**config.mk**
```make
export PLATFORM = sky130hd
export DESIGN_NAME = mem_access_ctrl_flat
export DESIGN_NICKNAME = d
export VERILOG_FILES = /design/src/rtl/mem_access_pkg.sv /design/src/rtl/mem_access_ctrl_if.sv /design/src/rtl/mem_lane_align.sv /design/src/rtl/mem_access_ctrl.sv /design/src/flat_wrapper.sv
export SDC_FILE = /design/constraint.sdc
export NUM_CORES = 1
export LEC_CHECK = 0
export ABC_CLOCK_PERIOD_IN_PS = 4500
export BUFFER_PORTS_ARGS = -buffer_cell sky130_fd_sc_hd__buf_2
export CORE_UTILIZATION = 44
export CTS_CLUSTER_DIAMETER = 100
export DETAILED_ROUTE_END_ITERATION = 6
export GPL_ROUTABILITY_DRIVEN = 0
export PLACE_DENSITY = 0.83
export SLEW_MARGIN = 20
export SYNTH_ARGS = -nofsm -noshare
export SYNTH_HDL_FRONTEND = slang
export SYNTH_HIERARCHICAL = 1
export SYNTH_SLANG_ARGS = --single-unit
```
**constraint.sdc**
```tcl
create_clock -name Clk -period 4.5 [get_ports Clk]
set_input_delay 0.9 -clock Clk [delete_from_list [all_inputs] [get_ports Clk]]
set_output_delay 0.9 -clock Clk [all_outputs]
set_load 0.005 [all_outputs]
```
**src/rtl/mem_access_pkg.sv**
```systemverilog
// Shared types and helpers for the memory-stage access controller.
// Optional feature macro: MEM_MISALIGN_TRAP_EN (misaligned-access trap).
package mem_access_pkg;

    typedef enum logic [1:0] {
        SIZE_BYTE = 2'b00,
        SIZE_HALF = 2'b01,
        SIZE_WORD = 2'b10
    } size_t;

    typedef enum logic {
        IDLE   = 1'b0,
        RMW_WR = 1'b1
    } state_t;

    // Byte-lane geometry of the 32-bit little-endian data word.
    localparam int LANE_BITS = 8;
    localparam int NUM_LANES = 4;

    // The reserved size encoding 2'b11 behaves as a word access.
    function automatic logic is_word(input logic [1:0] size);
        return size[1];
    endfunction

    // True when the low address bits do not match the natural alignment.
    function automatic logic misaligned(input logic [1:0] size, input logic [1:0] addr_lo);
        logic result;
        if (size[1]) begin
            result = (addr_lo != 2'b00);
        end else if (size == SIZE_HALF) begin
            result = addr_lo[0];
        end else begin
            result = 1'b0;
        end
        return result;
    endfunction

endpackage

```
**src/rtl/mem_access_ctrl_if.sv**
```systemverilog
// Pipeline-side request/response and memory-side bus of the access controller.
// Optional feature macro: MEM_MISALIGN_TRAP_EN adds the Exc flag.
interface mem_access_ctrl_if;
    // EX/MEM request
    logic        MemRead_i;
    logic        MemWrite_i;
    logic [1:0]  Size_i;
    logic        Unsigned_i;
    logic [31:0] Addr_i;
    logic [31:0] Wd_i;
    // Pipeline response
    logic        Stall;
    logic [31:0] LoadData;
`ifdef MEM_MISALIGN_TRAP_EN
    logic        Exc;
`endif
    // Data memory port
    logic        MemRead;
    logic        MemWrite;
    logic [31:0] Addr;
    logic [31:0] Wd;
    logic [31:0] Rd;

`ifdef MEM_MISALIGN_TRAP_EN
    // Controller view
    modport slave (
        input  MemRead_i, MemWrite_i, Size_i, Unsigned_i, Addr_i, Wd_i, Rd,
        output Stall, LoadData, Exc, MemRead, MemWrite, Addr, Wd
    );
    // Pipeline + memory view
    modport master (
        output MemRead_i, MemWrite_i, Size_i, Unsigned_i, Addr_i, Wd_i, Rd,
        input  Stall, LoadData, Exc, MemRead, MemWrite, Addr, Wd
    );
`else
    // Controller view
    modport slave (
        input  MemRead_i, MemWrite_i, Size_i, Unsigned_i, Addr_i, Wd_i, Rd,
        output Stall, LoadData, MemRead, MemWrite, Addr, Wd
    );
    // Pipeline + memory view
    modport master (
        output MemRead_i, MemWrite_i, Size_i, Unsigned_i, Addr_i, Wd_i, Rd,
        input  Stall, LoadData, MemRead, MemWrite, Addr, Wd
    );
`endif

endinterface

```
**src/rtl/mem_lane_align.sv**
```systemverilog
// Combinational lane logic: load extraction/extension and store-lane merge.
module mem_lane_align
    import mem_access_pkg::*;
(
    input  logic [1:0]  size_i,
    input  logic        unsigned_i,
    input  logic [1:0]  lane_i,
    input  logic [31:0] rd_i,
    input  logic [31:0] wd_i,
    output logic [31:0] load_data_o,
    output logic [31:0] merged_o
);

    logic [31:0] byte_shift;
    logic [7:0]  byte_sel;
    logic [15:0] half_sel;

    assign byte_shift = rd_i >> {lane_i, 3'b000};
    assign byte_sel   = byte_shift[7:0];
    assign half_sel   = lane_i[1] ? rd_i[31:16] : rd_i[15:0];

    // Pick the addressed lane and sign- or zero-extend it.
    always_comb begin
        load_data_o = rd_i;
        if (size_i == SIZE_BYTE) begin
            load_data_o = unsigned_i ? {24'h0, byte_sel} : {{24{byte_sel[7]}}, byte_sel};
        end else if (size_i == SIZE_HALF) begin
            load_data_o = unsigned_i ? {16'h0, half_sel} : {{16{half_sel[15]}}, half_sel};
        end
    end

    // Each byte lane takes store data when it is targeted, otherwise keeps the old memory byte.
    genvar gi;
    generate
        for (gi = 0; gi < NUM_LANES; gi++) begin : g_lane
            localparam logic [1:0] LANE = 2'(gi);
            logic       lane_hit;
            logic [7:0] lane_src;

            assign lane_hit = is_word(size_i)     ? 1'b1 :
                              (size_i == SIZE_HALF) ? (lane_i[1] == LANE[1]) :
                                                      (lane_i == LANE);
            assign lane_src = is_word(size_i)     ? wd_i[gi*LANE_BITS +: LANE_BITS] :
                              (size_i == SIZE_HALF) ? (LANE[0] ? wd_i[15:8] : wd_i[7:0]) :
                                                      wd_i[7:0];
            assign merged_o[gi*LANE_BITS +: LANE_BITS] =
                lane_hit ? lane_src : rd_i[gi*LANE_BITS +: LANE_BITS];
        end
    endgenerate

endmodule

```
**src/rtl/mem_access_ctrl.sv**
```systemverilog
// Memory-stage access controller: loads, word stores, and two-cycle
// read-modify-write for byte/halfword stores into a word-only memory.
// Optional feature macro: MEM_MISALIGN_TRAP_EN (flag misaligned accesses on Exc).
module mem_access_ctrl
    import mem_access_pkg::*;
(
    input  logic               Clk,
    input  logic               Rst_n,
    mem_access_ctrl_if.slave   bus
);

    state_t      state_q, state_d;
    logic [31:0] merged_q, merged_d;
    logic [31:0] addr_q, addr_d;

    logic [31:0] aligned_addr;
    logic        store_req;
    logic        trap;
    logic        sub_store;
    logic [31:0] lane_load;
    logic [31:0] lane_merged;

    assign aligned_addr = {bus.Addr_i[31:2], 2'b00};
    // A store always wins over a simultaneous load.
    assign store_req    = bus.MemWrite_i;

`ifdef MEM_MISALIGN_TRAP_EN
    assign trap = (bus.MemRead_i | bus.MemWrite_i) & misaligned(bus.Size_i, bus.Addr_i[1:0]);
`else
    assign trap = 1'b0;
`endif

    assign sub_store = store_req & ~is_word(bus.Size_i) & ~trap;

    mem_lane_align u_lane_align (
        .size_i      (bus.Size_i),
        .unsigned_i  (bus.Unsigned_i),
        .lane_i      (bus.Addr_i[1:0]),
        .rd_i        (bus.Rd),
        .wd_i        (bus.Wd_i),
        .load_data_o (lane_load),
        .merged_o    (lane_merged)
    );

    // State register plus the merged word and address held across the RMW cycle.
    always_ff @(posedge Clk) begin
        if (!Rst_n) begin
            state_q  <= IDLE;
            merged_q <= '0;
            addr_q   <= '0;
        end else begin
            state_q  <= state_d;
            merged_q <= merged_d;
            addr_q   <= addr_d;
        end
    end

    // Next state: a sub-word store captures the merged word and moves to the write cycle.
    always_comb begin
        state_d  = state_q;
        merged_d = merged_q;
        addr_d   = addr_q;
        case (state_q)
            IDLE: begin
                if (sub_store) begin
                    state_d  = RMW_WR;
                    merged_d = lane_merged;
                    addr_d   = aligned_addr;
                end
            end
            RMW_WR:  state_d = IDLE;
            default: state_d = IDLE;
        endcase
    end

    // Outputs: everything held at zero during reset so no write can leak out.
    always_comb begin
        bus.Stall    = 1'b0;
        bus.LoadData = '0;
        bus.MemRead  = 1'b0;
        bus.MemWrite = 1'b0;
        bus.Addr     = '0;
        bus.Wd       = '0;
`ifdef MEM_MISALIGN_TRAP_EN
        bus.Exc      = 1'b0;
`endif
        if (Rst_n) begin
            case (state_q)
                IDLE: begin
                    bus.Addr = aligned_addr;
                    if (trap) begin
`ifdef MEM_MISALIGN_TRAP_EN
                        bus.Exc = 1'b1;
`endif
                    end else if (store_req) begin
                        if (sub_store) begin
                            bus.MemRead = 1'b1;
                            bus.Stall   = 1'b1;
                        end else begin
                            bus.MemWrite = 1'b1;
                            bus.Wd       = bus.Wd_i;
                        end
                    end else if (bus.MemRead_i) begin
                        bus.MemRead  = 1'b1;
                        bus.LoadData = lane_load;
                    end
                end
                RMW_WR: begin
                    bus.MemWrite = 1'b1;
                    bus.Wd       = merged_q;
                    bus.Addr     = addr_q;
                end
                default: ;
            endcase
        end
    end

endmodule
```
**src/flat_wrapper.sv**
```systemverilog
// flat-port wrapper written by rule: the top's interface ports become plain ports
module mem_access_ctrl_flat import mem_access_pkg::*;
  (Clk, Rst_n, bus_MemRead_i, bus_MemWrite_i, bus_Size_i, bus_Unsigned_i, bus_Addr_i, bus_Wd_i, bus_Rd, bus_Stall, bus_LoadData, bus_MemRead, bus_MemWrite, bus_Addr, bus_Wd);
  mem_access_ctrl_if bus_i ();
  input  logic Clk;
  input  logic Rst_n;
  input wire logic [$bits(bus_i.MemRead_i)-1:0] bus_MemRead_i;
  input wire logic [$bits(bus_i.MemWrite_i)-1:0] bus_MemWrite_i;
  input wire logic [$bits(bus_i.Size_i)-1:0] bus_Size_i;
  input wire logic [$bits(bus_i.Unsigned_i)-1:0] bus_Unsigned_i;
  input wire logic [$bits(bus_i.Addr_i)-1:0] bus_Addr_i;
  input wire logic [$bits(bus_i.Wd_i)-1:0] bus_Wd_i;
  input wire logic [$bits(bus_i.Rd)-1:0] bus_Rd;
  output wire logic [$bits(bus_i.Stall)-1:0] bus_Stall;
  output wire logic [$bits(bus_i.LoadData)-1:0] bus_LoadData;
  output wire logic [$bits(bus_i.MemRead)-1:0] bus_MemRead;
  output wire logic [$bits(bus_i.MemWrite)-1:0] bus_MemWrite;
  output wire logic [$bits(bus_i.Addr)-1:0] bus_Addr;
  output wire logic [$bits(bus_i.Wd)-1:0] bus_Wd;
  assign bus_i.MemRead_i = bus_MemRead_i;
  assign bus_i.MemWrite_i = bus_MemWrite_i;
  assign bus_i.Size_i = bus_Size_i;
  assign bus_i.Unsigned_i = bus_Unsigned_i;
  assign bus_i.Addr_i = bus_Addr_i;
  assign bus_i.Wd_i = bus_Wd_i;
  assign bus_i.Rd = bus_Rd;
  assign bus_Stall = bus_i.Stall;
  assign bus_LoadData = bus_i.LoadData;
  assign bus_MemRead = bus_i.MemRead;
  assign bus_MemWrite = bus_i.MemWrite;
  assign bus_Addr = bus_i.Addr;
  assign bus_Wd = bus_i.Wd;
  mem_access_ctrl u_core (.Clk(Clk), .Rst_n(Rst_n), .bus(bus_i));
endmodule
```
# --- Word-level counts from Yosys, hierarchy flattened ---
# Cells that the tools add are included.
totals:
  inputBits: 103
  elab_cells: 59
  output_inout_bits: 99
  register_bits: 63
classes:
  n_bitwise: 4
  shifts: 1
  n_eq_ne: 4
  n_mux: 44
  reduce_logical: 3
ops:
  columns: ["cell", "n"]
  rows:
  - ["2-to-1 mux 32 bit", 12]
  - ["case mux 32 bit (2 select lines)", 2]
  - ["2-to-1 mux 8 bit", 8]
  - [">> shifter 32 x 5 -> 8 bit", 1]
  - ["2-to-1 mux 1 bit", 19]
  - ["2-to-1 mux 16 bit", 1]
  - ["equality test 2 x 1 -> 1 bit, second input constant", 2]
  - ["equality test 2 bit, second input constant", 2]
  - ["zero test 2 bit", 2]
  - ["case mux 1 bit (2 select lines)", 2]
  - ["inverter 1 bit", 3]
  - ["AND reduction 2 bit", 1]
  - ["bitwise AND 1 bit", 1]

# --- Logic depth before layout (Yosys ltp) ---
# Gate-level depths: netlist (run 1).
logic_depth:
  depth_word: 8
  mapped_depth: 8
  depth_no_buf: 5

# --- Modules after synthesis ---
# Netlist (run 1), hierarchy kept.
modules_own_cells:
  columns: ["module", "area_each_um2", "instances", "seq_area_each_um2", "cells_each"]
  rows:
  - ["mem_access_ctrl", 4038.9, 1, 1261.2, 500]
  - ["mem_lane_align", 1609.0, 1, 0.0, 215]

# --- Worst setup path after synthesis (run 1) ---
# No wires, ideal clock.
synth_path:
  kind: "in2out"
  from: "in bus_Addr_i[0]"
  to: "out bus_LoadData[22]"
  t_arrival_ps: 2104
  n_path_buf: 2
  cell_stages: 6
  slack_ps: 1496
  required_time_ps: 3600
  path_cell_list: "buf_6 > mux2_2 > a22oi_2 > buf_2 > o22ai_1 > and2_1"
synth_between:
  elab_chain_len: 7
synth_rtl:
  columns: ["item", "line", "source"]
  rows:
  - ["from (decl)", "flat_wrapper.sv:11", "input wire logic [$bits(bus_i.Addr_i)-1:0] bus_Addr_i;"]
  - [">> shifter 32 x 5 -> 8 bit", "mem_lane_align.sv:18", "assign byte_shift = rd_i >> {lane_i, 3'b000};"]
  - ["2-to-1 mux 32 bit", "mem_lane_align.sv:26", "load_data_o = unsigned_i ? {24'h0, byte_sel} : {{24{byte_sel[7]}}, byte_sel};"]
  - ["2-to-1 mux 32 bit", "mem_lane_align.sv:25", "if (size_i == SIZE_BYTE) begin"]
  - ["via u_core.lane_load[22]", "mem_access_ctrl.sv:20", "logic [31:0] lane_load;"]
  - ["2-to-1 mux 32 bit", "mem_access_ctrl.sv:103", "end else if (bus.MemRead_i) begin"]
  - ["2-to-1 mux 32 bit", "mem_access_ctrl.sv:95", "end else if (store_req) begin"]
  - ["2-to-1 mux 32 bit", "mem_access_ctrl.sv:88", "case (state_q)"]
  - ["2-to-1 mux 32 bit", "mem_access_ctrl.sv:87", "if (Rst_n) begin"]
  - ["to (decl)", "flat_wrapper.sv:15", "output wire logic [$bits(bus_i.LoadData)-1:0] bus_LoadData;"]
# The timed path passes the listed nets, and every way through them passes these cells.

# --- Final worst setup path (run 1) ---
layout_path:
  from: "in bus_Size_i[1]"
  to: "out bus_LoadData[12]"
layout_between:
  elab_chain_len: 7
  elab_cells_between_ends: 8
  cone_classes: "eq/ne: 1; mux: 6; reduce/logical: 1"
layout_rtl:
  columns: ["item", "line", "source"]
  rows:
  - ["from (decl)", "flat_wrapper.sv:9", "input wire logic [$bits(bus_i.Size_i)-1:0] bus_Size_i;"]
  - ["equality test 2 x 1 -> 1 bit", "mem_lane_align.sv:27", "end else if (size_i == SIZE_HALF) begin"]
  - ["2-to-1 mux 32 bit", "mem_lane_align.sv:27", null]
  - ["2-to-1 mux 32 bit *", "mem_lane_align.sv:25", null]
  - ["via u_core.lane_load[12]", "mem_access_ctrl.sv:20", null]
  - ["2-to-1 mux 32 bit *", "mem_access_ctrl.sv:103", null]
  - ["2-to-1 mux 32 bit *", "mem_access_ctrl.sv:95", null]
  - ["2-to-1 mux 32 bit *", "mem_access_ctrl.sv:88", null]
  - ["2-to-1 mux 32 bit *", "mem_access_ctrl.sv:87", null]
# Mark *: on every way through the listed nets, which the timed path passes. The rest lies on a longest branch.

==> results of run 1 <==
==> cell usage after synthesis, types with 2 or more instances <==
cell       count  share of area, %
a21bo_2        8               1.4
dfxtp_1       63                22
buf_4          6              0.80
nand2_1      174                12
a2bb2oi_1      7               1.1
inv_1          7              0.47
mux2_2        24               4.8
buf_1          3              0.20
mux2i_1      101                18
nor2b_1       33               3.7
nor2_1        27               1.8
clkbuf_1      29               1.9
nand2b_1       4              0.44
o21ai_0        3              0.27
mux2_4         5               1.3
buf_2         25               2.2
buf_6         11               2.2
a31oi_1        8              0.89
o221ai_1      14               2.2
nand3_1        9              0.80
a21oi_2        3              0.47
a22oi_1        8               1.1
a21boi_0      32               4.3
clkbuf_2       3              0.27
nand4b_1      32               5.0
mux4_2         7               2.8
and2_1        32               3.5
a21oi_1        2              0.18
o22ai_1       23               2.5
==> power by group <==
part	switching [mW]	internal [mW]	total, mW	leakage, nW
Sequential	0.0232	0.589	0.612	0.516
Combinational	0.242	0.206	0.448	2.33
Clock	0.257	0.369	0.626	0.124
Total	0.522	1.16	1.69	2.97
==> metal layers <==
metal  vias to the layer above  wire length [um]
li1                       2787                 -
met1                      2657              7200
met2                       337              7930
met3                        50              1580
met4                         0               588
met5                         -                 0
==> path summary, 6_finish.rpt <==
| path | to | cells past startpoint |
|---|---|---|
| hold reg to reg | u_core/addr_q[21] | 2 |
| setup / recovery | bus_LoadData[12] | 7 |
| hold / removal | u_core/addr_q[21] | 2 |
| setup reg to reg | u_core/merged_q[4] | 4 |
==> cell families after synthesis <==
| kind of cell | count (synthesis) | share of synthesized area [%] |
|---|---|---|
| AOI/OAI and AO/OA | 112 | 15.0 |
| buffers and inverters | 86 | 8.20 |
| DFF | 63 | 22.3 |
| other | 1 | 0.0664 |
| muxes | 137 | 26.8 |
| and+or+nand+nor | 316 | 27.6 |
==> registers in the layout (all words and copies together), names as in the netlist <==
register         cells
u_core/merged_q     32
u_core/state_q       1
u_core/addr_q       30
==> final cells by class <==
class                      instances  area (sq um)  share of cell area, %
inverter                           9          33.8                  0.497
tap                              172           215                   3.16
sequential                        63          1260                   18.6
clock buffer                      10           229                   3.37
clock inverter                     6          37.5                  0.552
multi-input combinational        567          3930                   57.8
timing repair buffer             211          1090                   16.0
==> stage by stage <==
stage / area [sq um] / worst slack (ns) / util, % / instances / hold WS (ns)
3_5_place_dp: 6540 / 1.01 / 52.0 / 1022 / 0.447
4_1_cts: 6800 / 1.03 / 54.1 / 1038 / 0.459
2_1_floorplan: 5650 / 1.50 / - / 716 / 0.434
5_1_grt: 6800 / 0.844 / 54.1 / 1038 / 0.469
6_report: 6800 / 0.940 / 54.1 / 1038 / 0.457
3_3_place_gp: 6540 / 1.05 / 52.0 / 1022 / 0.441
==> critical path: cells and delay by family <==
kind | cells | cell delay, ns
AO/OA/AOI/OAI | 2 | 0.38
buffers and inverters | 3 | 0.94
AND/OR/NAND/NOR | 2 | 0.41
==> impl_metrics.yaml, run 1 <==
synthesis:
  synth.ff_latch_count: 63
  syn_avg_cell_area_sq_um: 7.90
  synthesis.area_sq_um: 5650
  seq_area_frac_synth_pct: 22.3
  ys.flop_type: "dfxtp_1"
  syn_inst: 715
  yosys_warnings: 6
  synth-edff-count: 0
  async_reset_ff_share_pct: 0
  ys_types: 41
global_route:
  met2_usage_pct: 40.8
  track_usage_pct: 25.2
  use_met1_pct: 31.6
  grt.busiest_layer: "met2"
  grt_max_degree: 88
  grt_pass1_vias: 4956
  antenna_found_initial: 0
  grt_overflow: 0
  grtUsageMet3_pct: 5.75
  grt_pass1_wl_mm: 26.0
sta:
  setup_tns_ns: 0
  rsz0062_at_grt: "false"
  timing.fmax_ghz: 0.281
  post-route-min-period_ns: 3.56
  slew_headroom_pct: 43.7
  setup_viol: 0
  fin_skew_ns: 0.00510
  slew_violations: 0
  tightest_slew_ns: 0.844
  hold_viol: 0
  fin_crit_sh_pct: 79.1
clock_tree:
  path_clk_slew_ns: 0.06
  root_buffer: "clkbuf_16"
  numCtsBuffers: 9
  cts_tree: "built"
  cts_setup_buffers: 0
  ctsLongestPathBuffers: 2
  clkSinkCount: 63
  clock_latency_ns: 0.32
  hold_buffers: 0
  h-tree-depth: 3
  ctsResizeCount: 0
place:
  place_hpwl_mm: 12.4
  portBuffers: 199
power_and_ir_drop:
  vdd_drop_max_mv: 0.164
  total_leakage_power_nw: 2.97
  total_power_mw: 1.69
  powerDensity_nw_per_um2: 248
detailed_routing:
  dr.pass1.iters: 6
  vias: 5831
  first_iter_violations: 488
  routedWlPerCell_um: 16.7
  ant_nets: 0
  wl_mm: 17.3
  drc: 0
  via_per_inst: 5.62
flow_run:
  max_cap_violations: 0
floorplanning:
  fp.coreArea_sq_um: 12600
  die_width_um: 115
  dieArea_sq_um: 13300
  die_y_um: 115
  row_count: 41
  io_pins: 202
  start_util_pct: 44.9
setup_path:
  arrival_ns: 2.66
  cp_cell_sequence: "buf_2, buf_4, nor2b_1, a22oi_1, o221ai_1, and2_1, buf_2"
  max_stage_delay_ns: 0.49
  r2r-start: "u_core/state_q"
  worstSetupPathType: "in2out"
  crit_path_start_kind: "input port"
  crit_slowest_cell: "buf_4"
  endpoint_kind: "output port"
  crit_path_max_fanout: 41
  path_common_cell: "buf_2"
  reg2reg_slack_ns: 2.39
  startpoint: "bus_Size_i[1]"
  cp.required_ns: 3.60
worst_hold_path:
  hp-class: "reg2reg"
  worstHoldStart: "u_core/addr_q[21]"
cells_and_area:
  diodes: 0
  final_cell_mix: "buf_2, nand2_1, mux2i_1"
  nets: 964
  final_common_cell: "buf_2"
  drive_gt1_share_pct: 32.2
  syn_to_final_growth_pct: 20.4
  fill_cells: 1154
outcome:
  run_status: "complete, no violations"
Note: power is estimated with default switching activity, not from simulation.
==> inputs of run 2 (changes only) <==
ABC_CLOCK_PERIOD_IN_PS = 3100   (was 4500)
PLACE_DENSITY = 0.86   (was 0.83)
clock period = 3.1 ns   (was 4.5 ns; I/O delays follow)
==> run 2 against run 1 <==
Sequential share of layout area is 0.49 points lower. First-iteration DRC count is 10% higher. Core utilization is 1.5 points higher. Clock skew is 0.0012 ns higher. Register-to-register slack worse by 1.0 ns. Combinational power is 51% higher. Critical path depth stayed put. Worst setup slack worse by 0.61 ns. Critical path type unchanged. Largest cell class unchanged.
==> impl_metrics.yaml, run 2 (synthesis results as in run 1) <==
floorplanning:
  fp.coreArea_sq_um: 12600
  die_width_um: 115
  dieArea_sq_um: 13300
  row_count: 41
  die_y_um: 115
  start_util_pct: 44.9
  io_pins: 202
setup_path:
  cp.required_ns: 2.48
  worstSetupPathType: "in2out"
  endpoint_kind: "output port"
  crit_path_start_kind: "input port"
  crit_path_max_fanout: 24
  arrival_ns: 2.15
sta:
  tightest_slew_ns: 0.547
  hold-worst-slack_ns: 0.456
  slew_headroom_pct: 63.5
  rsz0062_at_grt: "false"
  timing.fmax_ghz: 0.361
  slew_violations: 0
  setup_viol: 0
  hold_viol: 0
  fin_crit_sh_pct: 89.2
  fin_skew_ns: 0.00628
  setup_tns_ns: 0
  post-route-min-period_ns: 2.77
clock_tree:
  path_clk_slew_ns: 0.05
  cts_setup_buffers: 0
  clock_latency_ns: 0.33
  numCtsBuffers: 9
  ctsResizeCount: 0
  h-tree-depth: 3
  root_buffer: "clkbuf_16"
  ctsLongestPathBuffers: 2
  cts_tree: "built"
  clkSinkCount: 63
  hold_buffers: 0
place:
  place_hpwl_mm: 12.7
  portBuffers: 199
outcome:
  run_status: "complete, no violations"
cells_and_area:
  final_cell_mix: "buf_2, nand2_1, mux2i_1"
  reg_top3: "u_core/merged_q: 32 flops, u_core/addr_q: 30 flops, u_core/state_q: 1 flops"
  largest-register: "u_core/merged_q"
  drive_gt1_share_pct: 32.9
  final_common_cell: "buf_2"
  syn_to_final_growth_pct: 23.7
  nets: 974
  largest_reg_flops: 32
power_and_ir_drop:
  vdd_drop_max_mv: 0.216
  total_leakage_power_nw: 3.06
  powerDensity_nw_per_um2: 370
detailed_routing:
  dr.pass1.iters: 5
  drc: 0
  wl_mm: 17.6
  routedWlPerCell_um: 16.8
  first_iter_violations: 538
  ant_nets: 0
  via_per_inst: 5.67
  vias: 5944
global_route:
  grt_pass1_vias: 5296
  grt_overflow: 0
  grt_max_degree: 62
  grt_pass1_wl_mm: 26.8
  track_usage_pct: 25.9
  antenna_found_initial: 1
worst_hold_path:
  hp-class: "reg2reg"
flow_run:
  max_cap_violations: 0
==> run 2: cell types whose count changed in the layout (fill, tap and decap cells not counted), sizes merged <==
cell      previous run  this run
diode                0         1
clkbuf              10        12
bufinv               0         1
buf                211       221
clkinv               4         2
clkinvlp             3         1
==> run 2: final timing paths <==
check                   startpoint                  to  slack (ns)  depth (start not counted)
setup / recovery     bus_Addr_i[0]     bus_LoadData[8]        0.33                          7
hold / removal    u_core/addr_q[3]    u_core/addr_q[3]        0.46                          2
setup reg to reg    u_core/state_q  u_core/merged_q[5]        1.37                          3
hold reg to reg   u_core/addr_q[3]    u_core/addr_q[3]        0.46                          2
==> run 2: worst max-delay path: stages <==
cell	delay, ns
buf_2	0.27
mux2_2	0.38
a22oi_2	0.17
buf_4	0.28
o221ai_1	0.15
and2_1	0.15
buf_2	0.12
==> run 2: metal layers <==
layer / up-vias / global-route usage, % / wire, um / part of all wire (%)
li1: 2816 / - / - / -
met3: 64 / 5.11 / 1620 / 9.2
met1: 2722 / 31.6 / 7130 / 40
met4: 0 / 14.7 / 723 / 4.1
met2: 342 / 42.8 / 8170 / 46
met5: - / 0 / 0 / 0
==> run 2: per-stage QoR <==
| stage | utilization [%] | setup slack, ns | instances | cell area (sq um) | power (mW) |
|---|---|---|---|---|---|
| 2_1_floorplan | - | 0.656 | 716 | 5650 | 1.33 |
| 3_3_place_gp | 53.2 | 0.368 | 1032 | 6690 | 1.55 |
| 3_5_place_dp | 53.2 | 0.331 | 1032 | 6690 | 1.56 |
| 4_1_cts | 55.6 | 0.332 | 1047 | 6990 | 2.59 |
| 5_1_grt | 55.6 | 0.239 | 1048 | 6990 | 2.70 |
| 6_report | 55.6 | 0.334 | 1048 | 6990 | 2.59 |
==> run 2: area by class of cell <==
type | count | area [sq um]
Fill cell | 1156 | 5580
Multi-Input combinational cell | 567 | 3930
Sequential cell | 63 | 1260
Timing Repair Buffer | 221 | 1240
Clock buffer | 12 | 256
Tap cell | 172 | 215
Clock inverter | 3 | 42.5
Inverter | 9 | 33.8
Antenna cell | 1 | 2.50
==> run 2: where the power goes <==
| group | internal (mW) | total (mW) | switching, mW |
|---|---|---|---|
| Sequential | 0.855 | 0.887 | 0.0314 |
| Clock | 0.660 | 1.02 | 0.364 |
| Combinational | 0.317 | 0.676 | 0.360 |
| Total | 1.83 | 2.59 | 0.755 |
